===== src/rtl/multiplicador_seq.sv =====
// Sequential shift-add multiplier: one partial product per clock, with a start/busy/done handshake.
// Define MULT_SIGNED_EN for two's-complement operands (sign-magnitude around the unsigned core).
module multiplicador_seq #(
  parameter int WIDTH = 4
) (
  input  logic               clk_100M,
  input  logic               rst,
  input  logic               start,
  input  logic [WIDTH-1:0]   a,
  input  logic [WIDTH-1:0]   b,
  output logic               busy,
  output logic               done,
  output logic [2*WIDTH-1:0] c
);

  localparam int PW = 2 * WIDTH;
  localparam int CW = $clog2(WIDTH + 1);

  typedef enum logic [1:0] {
    IDLE = 2'd0,
    CALC = 2'd1,
    FIN  = 2'd2
  } state_t;

  state_t           state_q, state_d;
  logic [PW-1:0]    mcand_q, mcand_d;
  logic [WIDTH-1:0] mplier_q, mplier_d;
  logic [PW-1:0]    acc_q, acc_d;
  logic [CW-1:0]    cnt_q, cnt_d;
  logic [PW-1:0]    c_q, c_d;
  logic [PW-1:0]    acc_sum;
  logic [WIDTH-1:0] a_mag, b_mag;

`ifdef MULT_SIGNED_EN
  logic sign_q, sign_d;

  // |-2^(WIDTH-1)| wraps back to 2^(WIDTH-1), which is correct as an unsigned magnitude.
  assign a_mag = a[WIDTH-1] ? WIDTH'(~a + 1'b1) : a;
  assign b_mag = b[WIDTH-1] ? WIDTH'(~b + 1'b1) : b;
`else
  assign a_mag = a;
  assign b_mag = b;
`endif

  assign acc_sum = acc_q + (mplier_q[0] ? mcand_q : '0);

  always_comb begin
    // NOTE: every _d defaults to its _q before the case, so no path can infer a latch.
    state_d  = state_q;
    mcand_d  = mcand_q;
    mplier_d = mplier_q;
    acc_d    = acc_q;
    cnt_d    = cnt_q;
    c_d      = c_q;
`ifdef MULT_SIGNED_EN
    sign_d   = sign_q;
`endif

    case (state_q)
      IDLE: begin
        if (start) begin
          state_d  = CALC;
          mcand_d  = {{WIDTH{1'b0}}, a_mag};
          mplier_d = b_mag;
          acc_d    = '0;
          cnt_d    = CW'(WIDTH);
`ifdef MULT_SIGNED_EN
          sign_d   = a[WIDTH-1] ^ b[WIDTH-1];
`endif
        end
      end

      CALC: begin
        acc_d    = acc_sum;
        mcand_d  = mcand_q << 1;
        mplier_d = mplier_q >> 1;
        cnt_d    = cnt_q - 1'b1;
        // The last iteration publishes the sum including its own partial product.
        if (cnt_q == CW'(1)) begin
          state_d = FIN;
`ifdef MULT_SIGNED_EN
          c_d     = sign_q ? PW'(~acc_sum + 1'b1) : acc_sum;
`else
          c_d     = acc_sum;
`endif
        end
      end

      FIN: begin
        state_d = IDLE;
      end

      default: begin
        state_d = IDLE;
      end
    endcase
  end

  always_ff @(posedge clk_100M) begin
    if (rst) begin
      state_q  <= IDLE;
      mcand_q  <= '0;
      mplier_q <= '0;
      acc_q    <= '0;
      cnt_q    <= '0;
      c_q      <= '0;
`ifdef MULT_SIGNED_EN
      sign_q   <= 1'b0;
`endif
    end else begin
      // NOTE: non-blocking so every flop updates from the pre-edge values of the others.
      state_q  <= state_d;
      mcand_q  <= mcand_d;
      mplier_q <= mplier_d;
      acc_q    <= acc_d;
      cnt_q    <= cnt_d;
      c_q      <= c_d;
`ifdef MULT_SIGNED_EN
      sign_q   <= sign_d;
`endif
    end
  end

  assign busy = (state_q == CALC);
  assign done = (state_q == FIN);
  assign c    = c_q;

endmodule


===== config.mk =====
export PLATFORM = sky130hd
export DESIGN_NAME = multiplicador_seq
export DESIGN_NICKNAME = d
export VERILOG_FILES = /design/src/rtl/multiplicador_seq.sv
export SDC_FILE = /design/constraint.sdc
export NUM_CORES = 1
export LEC_CHECK = 0
export BUFFER_PORTS_ARGS = -buffer_cell sky130_fd_sc_hd__buf_2
export CORE_UTILIZATION = 39
export DETAILED_ROUTE_END_ITERATION = 16
export PLACE_DENSITY = 0.63
export SYNTH_ARGS = -nofsm -noshare
export SYNTH_HDL_FRONTEND = slang
export SYNTH_SLANG_ARGS = --single-unit

===== constraint.sdc =====
create_clock -name clk_100M -period 2.25 [get_ports clk_100M]
set_input_delay 0.45 -clock clk_100M [delete_from_list [all_inputs] [get_ports clk_100M]]
set_output_delay 0.45 -clock clk_100M [all_outputs]
set_load 0.02 [all_outputs]

# [After elaboration in Yosys (flattened, before gate mapping)]
# Index checks and enable logic that the tools add are counted.
[op_classes] add_sub_neg=2 n_reduce_logical=5 muxes=12 n_eq_ne=5
[op_table] operator="8-bit one-hot mux with 2 select lines" n=2
[op_table] operator="8-bit two-way mux" n=3
[op_table] operator="8-bit adder" n=1
[op_table] operator="4-bit one-hot mux with 2 select lines" n=1
[op_table] operator="3-bit one-hot mux with 2 select lines" n=1
[op_table] operator="2-bit AND reduction" n=3
[op_table] operator="2-bit two-way mux" n=2
[op_table] operator="4-bit two-way mux" n=1
[op_table] operator="2-bit one-hot mux with 2 select lines" n=1
[op_table] operator="3-bit by 1-bit equality test with 1-bit output, second input constant" n=1
[op_table] operator="3-bit two-way mux" n=1
[op_table] operator="3-bit by 1-bit subtractor with 3-bit output, second input constant" n=1
[op_table] operator="2-bit by 1-bit equality test with 1-bit output, second input constant" n=1
[op_table] operator="2-bit equality test, second input constant" n=1
[op_table] operator="2-bit zero test" n=1
[op_table] operator="2-bit by 1-bit inequality test with 1-bit output, second input constant" n=1
[op_table] operator="2-bit inequality test, second input constant" n=1
[op_table] operator="2-bit nonzero test" n=1
[totals] out_inout_bits=10 input_bits=11 reg_bits=33

# [Depth between registers and ports, before layout]
[logic_depth] depth_word=3 ltp_mapped=8 depth_no_buf=8

# [Worst setup path before layout]
# Ideal clock, no wire load.
[synth_timing] kind="register to register" from="reg mplier_q[0]" to="reg c_q[6], in the netlist c[6]" setup_slack_ns=0.345 synth_period_minus_slack_ns=1.905 t_arrival_ns=1.774 n_path_buf=0 setup_ns=0.132 path_stages_with_launch=9 path_cell_list="dfxtp_1 > and2_1 > ha_1 > inv_1 > fa_1 > nand2b_1 > a21o_1 > a211oi_1 > o31ai_1"
[synth_via] elab_chain_len=2
[synth_lines] item="from (decl)" line_no="27" rtl="logic [WIDTH-1:0] mplier_q, mplier_d;"
[synth_lines] item="from (signal assigned)" line_no="114" rtl="mplier_q <= mplier_d;"
[synth_lines] item="8-bit two-way mux" line_no="45" rtl="assign acc_sum = acc_q + (mplier_q[0] ? mcand_q : '0);"
[synth_lines] item="8-bit adder" line_no="45"
[synth_lines] item="to (signal assigned)" line_no="106" rtl="c_q <= '0;"
[synth_lines] item="to (signal assigned)" line_no="117" rtl="c_q <= c_d;"
[synth_lines] item="to (decl)" line_no="30" rtl="logic [PW-1:0] c_q, c_d;"
# No other way between the ends.
# A chain may end at the register's enable or synchronous reset.

# [Final worst setup path]
[layout_timing] from="reg mplier_q[0]" to="reg acc_q[6]"
[layout_via] elab_chain_len=3
[layout_lines] item="8-bit two-way mux" line_no="45"
[layout_lines] item="8-bit adder" line_no="45"
[layout_lines] item="8-bit one-hot mux with 2 select lines" line_no="59" rtl="case (state_q)"
[layout_lines] item="to (signal assigned)" line_no="104" rtl="acc_q <= '0;"
[layout_lines] item="to (signal assigned)" line_no="115" rtl="acc_q <= acc_d;"
[layout_lines] item="to (decl)" line_no="28" rtl="logic [PW-1:0] acc_q, acc_d;"
# No other way between the ends.

==> flow_summary.json <==
{
  "diodes": 0,
  "overflow": 0,
  "wl_um": 3490,
  "layout_common_cells": "dfxtp_1, nand2_1, nor2_1, buf_2",
  "cts_resized": 0,
  "synth_area_leaders": "dfxtp_1, ha_1, nand2_1",
  "htreeDepth": 2,
  "core-area_mm2": 0.00409,
  "cts_tree": "yes",
  "io_pins": 21,
  "clock_path_buffers": 2,
  "crit_chain": "and2_1, ha_1, inv_1, fa_1, nand2b_1, a21o_1, a211oi_1, o21ai_0",
  "dieArea_mm2": 0.00464,
  "synth_fa_ha_area_frac": 0.0778,
  "final_core_util": 0.475,
  "synth_compound_area_frac": 0.238,
  "cts_setup_buffers": 0,
  "fp.dieW_um": 68.1,
  "synth-seq-cells": 33,
  "path_clk_slew_ns": 0.06,
  "syn_area_mm2": 0.00170,
  "status": "finished, final reports clean",
  "slowest_stage": "fa_1",
  "placed_cell_area_mm2": 0.00185,
  "max_freq_mhz": 498,
  "nets": 239,
  "setup_viol": 0,
  "netlist_instances": 195,
  "worstPathArrival_ns": 2.17,
  "clk_latency_ns": 0.28,
  "worst_r2r_path_depth": 8,
  "critical-path-max-stage-delay_ns": 0.42,
  "crit_type": "flop to flop",
  "synth_top_family_by_area": "compound AO/OA/AOI/OAI gates",
  "crit_buf_inv": 1,
  "slew_viol_final": 0,
  "crit-reg2reg-launch": "mplier_q[0]",
  "grt_max_degree": 20,
  "reg2reg_setup_slack_ns": 0.24,
  "path_max_fanout": 9,
  "grt_pass1_vias": 1231,
  "cts_root_buffer": "clkbuf_8",
  "yosysWarnings": 0,
  "fin_area_mm2": 0.00194,
  "p_leak_nw": 0.777,
  "ys_async_sr_fraction": 0,
  "min_to": "mcand_q[0]",
  "syn-num-nets": 216,
  "period_share": 0.893,
  "portBuffers": 20,
  "rows": 23,
  "postSynthAreaPerCell_um2": 8.74,
  "grt_pass1_wl_um": 5710,
  "grt_usage": 0.172,
  "route.antenna.remaining_nets": 0,
  "yosysSeqAreaShare": 0.388,
  "die_y_um": 68.1,
  "synth-simple-area-share": 0.238,
  "min_path_type": "input port to flop",
  "relSlewSlack": 0.588,
  "finalSetupTns_ns": 0,
  "cp-end-kind": "flop",
  "start_util": 0.417,
  "synth-xor-area-share": 0.0103,
  "ir_drop_v": 0.000283,
  "worst_ep_required_time_ns": 2.42,
  "hold_depth": 3,
  "cts_buffers": 5,
  "areaGrowthSynthToFinish_pct": 13.9,
  "layout_commonest_cell": "dfxtp_1",
  "startpoint_type": "flop",
  "gp_congestion": 0.795,
  "hold_viol": 0,
  "wl_per_cell_um": 13.0,
  "rsz0062_at_grt": "no",
  "period_minus_slack_ns": 2.01,
  "synthMuxAreaShare": 0,
  "tightest_slew_ns": 0.616,
  "via_per_inst": 5.32,
  "final_layout_size_suffix_gt1_frac": 0.193,
  "max_cap_violations": 0,
  "dp_hpwl_um": 2610,
  "synth_flop_cell": "dfxtp_1",
  "vias": 1427,
  "synth.distinct_cells": 47,
  "hp-start": "a[0]",
  "critPathTopFamily": "adder cells",
  "ctsHoldBuffers": 0,
  "synth-edff-count": 0,
  "grt_antenna_before_repair": 0,
  "drcViolationCount": 0,
  "clock_skew_ns": 0.00268,
  "cts_sinks": 33,
  "drt_pre_antenna_iters": 4,
  "p_per_area_mw_per_mm2": 629,
  "synth_largest_area_cell": "dfxtp_1",
  "synth_top_cell_area_share": 0.388,
  "r2r-end": "acc_q[6]",
  "first_iter_violations": 58
}
## flip-flops by register name, indices dropped and copies added (netlist names)
name and cells:
acc_q 8, cnt_q 3, mplier_q 4, mcand_q 8, state_q 2, c 8
## cell usage after synthesis, types with 2 or more instances
cell and number:
nand2b_1 2, inv_1 8, a21oi_1 10, ha_1 9, nand3b_1 5, a211oi_1 5, nor3_1 3, dfxtp_1 33
clkbuf_1 4, a22o_1 5, a32o_1 2, nand3_1 3, o21ai_0 10, nor2_1 22, buf_2 2, a311oi_1 5
or3_1 2, nor2b_1 4, nand2_1 23, a22oi_1 4, o21ba_2 2, and2_1 7
## cell families (layout without fill, tap and decap cells)
kind of cell             Yosys count  in the layout
AND/OR/NAND/NOR                   79             79
flip-flops                        33             33
buffers and inverters             17             40
adder cells (fa/ha/maj)           10             10
XOR/XNOR                           2              2
AO/OA/AOI/OAI                     54             54
## worst reg2reg max path, stage by stage, from the launching register on
cell	delay (ns)
dfxtp_2	0.38
and2_1	0.14
ha_1	0.16
inv_1	0.05
fa_1	0.42
nand2b_1	0.20
a21o_1	0.17
a211oi_1	0.26
o21ai_0	0.11
## metrics by stage
stage	setup slack (ns)	cells	power (mW)	hold slack, ns
floorplan	0.345	195	0.744	0.425
global placement	0.241	261	0.785	0.441
detailed placement	0.168	261	0.785	0.444
CTS	0.156	268	1.23	0.407
global route	0.0810	268	1.28	0.432
finish	0.242	268	1.22	0.412
## power by group
group	internal [mW]	total, mW	switching (mW)
sequential	0.610	0.633	0.0235
clock	0.242	0.448	0.206
combinational	0.0572	0.139	0.0813
## worst max-delay path by stage
stage / from / to / slack [ns] / cells past startpoint
floorplan: mplier_q[0] / c[6] / 0.34 / 8
global placement: mplier_q[0] / c[6] / 0.24 / 8
detailed placement: mplier_q[0] / acc_q[6] / 0.17 / 8
CTS: mplier_q[0] / acc_q[6] / 0.16 / 8
global route: mplier_q[0] / acc_q[6] / 0.08 / 8
finish: mplier_q[0] / acc_q[6] / 0.24 / 8
## layout make-up
type                            count  area (um^2)
Clock buffer                        7         86.3
Multi-Input combinational cell    145          961
Timing Repair Buffer               24          130
Fill cell                         410         2150
Tap cell                           50         62.6
Inverter                            9         38.8
Sequential cell                    33          662
## layer usage
metal / vias up / GRT usage / routed length [um]
met5: - / 0 / 0
met4: 0 / 0.0859 / 61
met3: 5 / 0.0450 / 148
met2: 23 / 0.261 / 1490
met1: 658 / 0.223 / 1790
li1: 741 / - / -
(Power assumes the default switching activity.)
